[src/rtl/mirfak_if_stage_pkg.sv]
// Shared constants for the Mirfak instruction fetch stage.
//   NOP                     - canonical addi x0,x0,0 used for bubbles
//   E_INST_ADDR_MISALIGNED  - cause code, instruction address misaligned
//   E_INST_ACCESS_FAULT     - cause code, instruction access fault
//   RESET_ADDR_DEFAULT      - default PC after reset
//   word_align()            - clears the byte-offset bits of an address
package mirfak_if_stage_pkg;

  localparam logic [31:0] NOP                    = 32'h0000_0013;
  localparam logic [3:0]  E_INST_ADDR_MISALIGNED = 4'd0;
  localparam logic [3:0]  E_INST_ACCESS_FAULT    = 4'd1;
  localparam logic [31:0] RESET_ADDR_DEFAULT     = 32'h8000_0000;

  function automatic logic [31:0] word_align(input logic [31:0] addr);
    return {addr[31:2], 2'b00};
  endfunction

endpackage

[src/rtl/mirfak_if_stage.sv]
// Instruction fetch stage plus IF/ID pipeline register.
// Fetches over a Wishbone classic port, applies ID and trap redirects,
// and hands {pc, pc4, instruction, exception, xcause, bubble} to ID.
//
// Ports
//   clk_i, rstn_i          clock, synchronous active-low reset
//   iwbm_*                 Wishbone classic instruction master
//   take_branch_i/target   redirect from ID
//   xcall_i/target         redirect from trap/mret (wins over ID)
//   ifid_enable_i/clear_i  hazard-unit control of the IF/ID register
//   if_busy_o              no instruction available for ID this cycle
//   id_*                   IF/ID register outputs
//
// state   | meaning
// FETCH   | bus request active, waiting for ack/err
// HOLD    | word (or fault) buffered, waiting for IF/ID enable
// DISCARD | redirected mid-transfer, finishing the stale request
// FAULT   | fetch error reported, only a trap redirect leaves
module mirfak_if_stage
  import mirfak_if_stage_pkg::*;
#(
  parameter logic [31:0] RESET_ADDR = RESET_ADDR_DEFAULT
) (
  input  logic        clk_i,
  input  logic        rstn_i,
  output logic [31:0] iwbm_addr_o,
  output logic        iwbm_cyc_o,
  output logic        iwbm_stb_o,
  input  logic [31:0] iwbm_dat_i,
  input  logic        iwbm_ack_i,
  input  logic        iwbm_err_i,
  input  logic        take_branch_i,
  input  logic [31:0] pc_bj_target_i,
  input  logic        xcall_i,
  input  logic [31:0] xcall_target_i,
  input  logic        ifid_enable_i,
  input  logic        ifid_clear_i,
  output logic        if_busy_o,
  output logic [31:0] id_pc_o,
  output logic [31:0] id_pc4_o,
  output logic [31:0] id_instruction_o,
  output logic        id_if_exception_o,
  output logic [3:0]  id_if_xcause_o,
  output logic        id_bubble_o
);

  typedef enum logic [1:0] {S_FETCH, S_HOLD, S_DISCARD, S_FAULT} state_e;

  state_e      state_q, state_d;
  logic [31:0] pc_q, pc_d, pc4;
  // Redirect target parked while a stale transfer drains; the bus address
  // must not move until that transfer completes.
  logic [31:0] tgt_q, tgt_d;
  logic [31:0] buf_inst_q, buf_inst_d;
  logic        buf_fault_q, buf_fault_d;
  // Low during reset and the first cycle after it so no request is raised early.
  logic        run_q;

  logic        redirect, done;
  logic [31:0] target;
  logic        ld_valid, ld_exc;
  logic [31:0] ld_inst;

  assign pc4      = pc_q + 32'd4;
  assign redirect = xcall_i || take_branch_i;
  assign target   = word_align(xcall_i ? xcall_target_i : pc_bj_target_i);
  assign done     = iwbm_ack_i || iwbm_err_i;

  assign iwbm_addr_o = word_align(pc_q);
  assign iwbm_cyc_o  = run_q && (state_q == S_FETCH || state_q == S_DISCARD);
  assign iwbm_stb_o  = iwbm_cyc_o;
  assign if_busy_o   = !(state_q == S_HOLD || (run_q && state_q == S_FETCH && done));

  always_comb begin
    state_d     = state_q;
    pc_d        = pc_q;
    tgt_d       = tgt_q;
    buf_inst_d  = buf_inst_q;
    buf_fault_d = buf_fault_q;
    ld_valid    = 1'b0;
    ld_exc      = 1'b0;
    ld_inst     = NOP;
    unique case (state_q)
      S_FETCH: begin
        if (run_q) begin
          if (redirect) begin
            if (done) begin
              pc_d = target;
            end else begin
              tgt_d   = target;
              state_d = S_DISCARD;
            end
          end else if (iwbm_ack_i) begin
            if (ifid_enable_i) begin
              ld_valid = 1'b1;
              ld_inst  = iwbm_dat_i;
              pc_d     = pc4;
            end else begin
              buf_inst_d  = iwbm_dat_i;
              buf_fault_d = 1'b0;
              state_d     = S_HOLD;
            end
          end else if (iwbm_err_i) begin
            if (ifid_enable_i) begin
              ld_valid = 1'b1;
              ld_exc   = 1'b1;
              state_d  = S_FAULT;
            end else begin
              buf_inst_d  = NOP;
              buf_fault_d = 1'b1;
              state_d     = S_HOLD;
            end
          end
        end
      end
      S_HOLD: begin
        if (redirect) begin
          pc_d    = target;
          state_d = S_FETCH;
        end else if (ifid_enable_i) begin
          ld_valid = 1'b1;
          ld_inst  = buf_inst_q;
          ld_exc   = buf_fault_q;
          if (buf_fault_q) begin
            state_d = S_FAULT;
          end else begin
            pc_d    = pc4;
            state_d = S_FETCH;
          end
        end
      end
      S_DISCARD: begin
        // A later redirect replaces the parked target.
        if (redirect) tgt_d = target;
        if (done) begin
          pc_d    = redirect ? target : tgt_q;
          state_d = S_FETCH;
        end
      end
      S_FAULT: begin
        if (xcall_i) begin
          pc_d    = word_align(xcall_target_i);
          state_d = S_FETCH;
        end
      end
      default: state_d = S_FETCH;
    endcase
  end

  always_ff @(posedge clk_i) begin
    if (!rstn_i) begin
      state_q     <= S_FETCH;
      pc_q        <= RESET_ADDR;
      tgt_q       <= RESET_ADDR;
      buf_inst_q  <= NOP;
      buf_fault_q <= 1'b0;
      run_q       <= 1'b0;
    end else begin
      state_q     <= state_d;
      pc_q        <= pc_d;
      tgt_q       <= tgt_d;
      buf_inst_q  <= buf_inst_d;
      buf_fault_q <= buf_fault_d;
      run_q       <= 1'b1;
    end

    if (!rstn_i || ifid_clear_i || (ifid_enable_i && !ld_valid)) begin
      id_pc_o           <= 32'd0;
      id_pc4_o          <= 32'd0;
      id_instruction_o  <= NOP;
      id_if_exception_o <= 1'b0;
      id_if_xcause_o    <= 4'd0;
      id_bubble_o       <= 1'b1;
    end else if (ifid_enable_i) begin
      id_pc_o           <= pc_q;
      id_pc4_o          <= pc4;
      id_instruction_o  <= ld_inst;
      id_if_exception_o <= ld_exc;
      id_if_xcause_o    <= ld_exc ? E_INST_ACCESS_FAULT : 4'd0;
      id_bubble_o       <= 1'b0;
    end
  end

endmodule

[config.mk]
export PLATFORM = sky130hd
export DESIGN_NAME = mirfak_if_stage
export DESIGN_NICKNAME = d
export VERILOG_FILES = /design/src/rtl/mirfak_if_stage_pkg.sv /design/src/rtl/mirfak_if_stage.sv
export SDC_FILE = /design/constraint.sdc
export NUM_CORES = 1
export LEC_CHECK = 0
export ABC_CLOCK_PERIOD_IN_PS = 3250
export BUFFER_PORTS_ARGS = -buffer_cell sky130_fd_sc_hd__buf_4
export CAP_MARGIN = 30
export CORE_MARGIN = 2
export CORE_UTILIZATION = 45
export DETAILED_ROUTE_END_ITERATION = 8
export GPL_ROUTABILITY_DRIVEN = 0
export PLACE_DENSITY = 0.69
export SYNTH_ARGS = -nofsm -noshare
export SYNTH_HDL_FRONTEND = slang
export SYNTH_SLANG_ARGS = --single-unit
[constraint.sdc]
create_clock -name clk_i -period 3.25 [get_ports clk_i]
set_input_delay 0 -clock clk_i [delete_from_list [all_inputs] [get_ports clk_i]]
set_output_delay 0 -clock clk_i [all_outputs]
set_load 0.05 [all_outputs]
==> results_dict.tcl <==
set metrics [dict create \
    outcome "finished, final reports clean" \
    die-area_um2 22250 \
    rr_startpoint "state_q[0]" \
    synthDistinctLibCells 70 \
    rsz0062_at_grt "false" \
    gr-usage-all-layers_pct 27.76 \
    setup_viol 0 \
    synth_edf_count 0 \
    whs_ns 0.01624 \
    dr.pass1.iters 7 \
    post_dp_cell_area_um2 11320 \
    die-height_um 149.2 \
    yosysTopAreaCell "dfxtp_1" \
    antenna_found_initial 0 \
    routed_wl_um 31690 \
    pin_count 241 \
    portBuffers 231 \
    worstHoldPathCells 4 \
    drtIter0Drc 1029 \
    finClkSkew_ns 0.01134 \
    p_per_area_nw_per_um2 477.2 \
    htreeDepth 4 \
    nNetsFinal 1516 \
    dieWidth_um 149.2 \
    cts_root_buffer "clkbuf_16" \
    drive_gt1_share_pct 21.63 \
    wl_per_cell_um 18.65 \
    place_inst 1574 \
    syn_inst 1155 \
    postSynth.asyncResetShare_pct 0 \
    synthTopCellsByArea "dfxtp_1 (41%), mux2i_1 (8.3%), nor2_1 (6.4%)" \
    cp_slowest_cell "dlygate4sd3_1" \
    clock_path_buffers 2 \
    cpPeakStageDelay_ns 0.58 \
    clk_pin_slew_ns 0.08 \
    hold_viol 0 \
    cts_tree "done" \
    rows 53 \
    leakage_nw 5.151 \
    initial_utilization_pct 45.55 \
    mappedNetlistArea_um2 9484 \
    worstPathMaxFanout 14 \
    worstSkewPairLatency_ns 0.44 \
    endpoint_kind "flip-flop" \
    fin_crit_sh_pct 93.51 \
    postCtsSetupRepairBufs 0 \
    seq_area_frac_synth_pct 41.37 \
    maxCapViolCount 0 \
    crit_top_cell "dlygate4sd3_1" \
    peakVddDrop_v 0.0003206 \
    max_slew_margin_pct 36.87 \
    synth-seq-cells 196 \
    core_area_um2 20820 \
    start_kind "flip-flop" \
    ant_nets 0 \
    place_hpwl_um 21360 \
    min-delay-path-class "in2reg" \
    syn_to_final_growth_pct 35.61 \
    clock-sinks 196 \
    finalSetupTns_ns 0 \
    final_cells 1699 \
    drv_slew 0 \
    cp-startpoint "state_q[0]" \
    first_global_vias 8702 \
    arrival_ns 3.42 \
    crit_type "reg2reg" \
    rr_worst_depth 8 \
    overflow 0 \
    min_from "iwbm_err_i" \
    grt_max_degree 97 \
    syn_avg_cell_area_um2 8.211 \
    design_area_um2 12860 \
    max_freq_mhz 329.0 \
    required_ns 3.63 \
    synth_top_area_share_pct 41.37 \
    insertedDiodeCount 0 \
    period_needed_ns 3.039 \
    vias 9798 \
    drc 0 \
    synth_top_flop_cell "dfxtp_1" \
    grt_first_pass_wirelength_um 48530 \
    via_per_inst 5.767 \
    tightest_slew_ns 0.9469 \
    crit_chain "inv_2 > a221oi_1 > o22ai_2 > nor3_1 > nand3_1 > dlygate4sd3_1 > o311ai_1 > dlygate4sd3_1" \
    cts_buffers 17 \
    ys.warnings.count 0 \
]
path summary, 6_finish.rpt:
path | endpoint | slack, ns
min | buf_fault_q | 0.02
min reg2reg | buf_inst_q[6] | 0.45
max reg2reg | pc_q[29] | 0.21
max | pc_q[29] | 0.21
worst max-delay path, delay by kind of cell, from the launching register on:
family | cells | cell delay, ns
simple gates | 2 | 0.37
flops | 1 | 0.47
compound gates | 3 | 0.82
buf+inv | 3 | 1.31
cells in the final DEF, fill, tap and decap left out, types with 3 or more instances in the layout:
| cell | instances |
|---|---|
| clkbuf_16 | 17 |
| o22ai_1 | 10 |
| a211o_1 | 7 |
| a21oi_1 | 69 |
| nand2_1 | 98 |
| and2_1 | 6 |
| nand4_1 | 11 |
| and4_1 | 5 |
| and3_1 | 4 |
| a311oi_1 | 5 |
| a2bb2oi_1 | 3 |
| nand3_1 | 52 |
| dlygate4sd3_1 | 93 |
| conb_1 | 5 |
| o21ai_0 | 50 |
| clkinv_8 | 4 |
| inv_8 | 8 |
| xor2_1 | 14 |
| a32oi_1 | 13 |
| a31oi_1 | 17 |
| buf_4 | 253 |
| nor3_2 | 4 |
| nor3_1 | 42 |
| a211oi_1 | 68 |
| or3_1 | 3 |
| nor3b_1 | 4 |
| o32ai_1 | 3 |
| nand2b_1 | 8 |
| inv_1 | 8 |
| o211ai_1 | 10 |
| a21o_1 | 3 |
| xnor2_1 | 13 |
| nor2_1 | 160 |
| dfxtp_1 | 195 |
| nor2b_1 | 7 |
| mux2i_1 | 79 |
| a221oi_1 | 21 |
power by group:
group | switching [mW] | internal [mW]
Clock | 1.10 | 1.05
Sequential | 0.139 | 2.51
Combinational | 0.839 | 0.500
layout make-up:
type | count | area, um2
clock buffers | 17 | 425.4
clock inverters | 15 | 180.2
fillers | 1851 | 7961
inverters | 11 | 41.29
multi-input cells | 837 | 5075
flip-flops and latches | 196 | 3925
well taps | 275 | 344.1
repair buffers | 348 | 2870
repair_timing:
| item | CTS | global route |
|---|---|---|
| hold buffers | 93 | 0 |
| resized for setup | 0 | 1 |
| endpoints found under the hold margin | 103 | 0 |
| setup endpoints to repair | 0 | 1 |
cells by family after synthesis:
group | count (synthesis) | synth area share, %
and+or+nand+nor | 423 | 20.75
AOI/OAI and AO/OA | 300 | 21.19
DFF | 196 | 41.37
buffers and inverters | 126 | 5.448
muxes | 81 | 8.575
xor gates and xnor gates | 27 | 2.493
adders and majority gates | 1 | 0.1319
other | 1 | 0.03954
through the flow:
| stage | total power [mW] | worst slack, ns | utilization [%] |
|---|---|---|---|
| 2_1_floorplan | 3.466 | 0.7506 | - |
| 3_3_place_gp | 3.901 | 0.8685 | 54.38 |
| 3_5_place_dp | 3.914 | 0.8357 | 54.38 |
| 4_1_cts | 6.134 | 0.09580 | 61.76 |
| 5_1_grt | 6.368 | 0.05770 | 61.77 |
| 6_report | 6.137 | 0.2108 | 61.77 |
registers in the layout, indices dropped and copies added, names as in the netlist, 2 cells and up:
name	cells
tgt_q	32
id_pc_o	32
state_q	2
pc_q	32
id_instruction_o	32
buf_inst_q	32
id_pc4_o	30
routing by layer:
layer	vias to the layer above	routed length, um	GRT usage [%]	part of all wire (%)
met5	-	0	0	0
met4	0	670	7.810	2.1
met3	43	3066	6.177	9.7
met2	498	13920	41.96	44
met1	4564	14030	39.78	44
li1	4693	-	-	-
synth_stat cells (4+ instances only):
cell	number
a211oi_1	68
and3_1	4
nor2_1	162
buf_4	9
inv_1	8
xnor2_1	13
clkbuf_1	86
a31oi_1	17
xor2_1	14
a311oi_1	5
nor2b_1	7
buf_2	8
o22ai_1	11
and2_1	6
nand2_1	98
nand3_1	52
o21ai_0	50
a32oi_1	13
o211ai_1	10
and4_1	5
a21oi_1	69
dfxtp_1	196
buf_1	12
nand2b_1	8
a221oi_1	21
a211o_1	7
nand4_1	11
nor3b_1	4
mux2i_1	79
nor3_1	43
(Power assumes the default switching activity.)
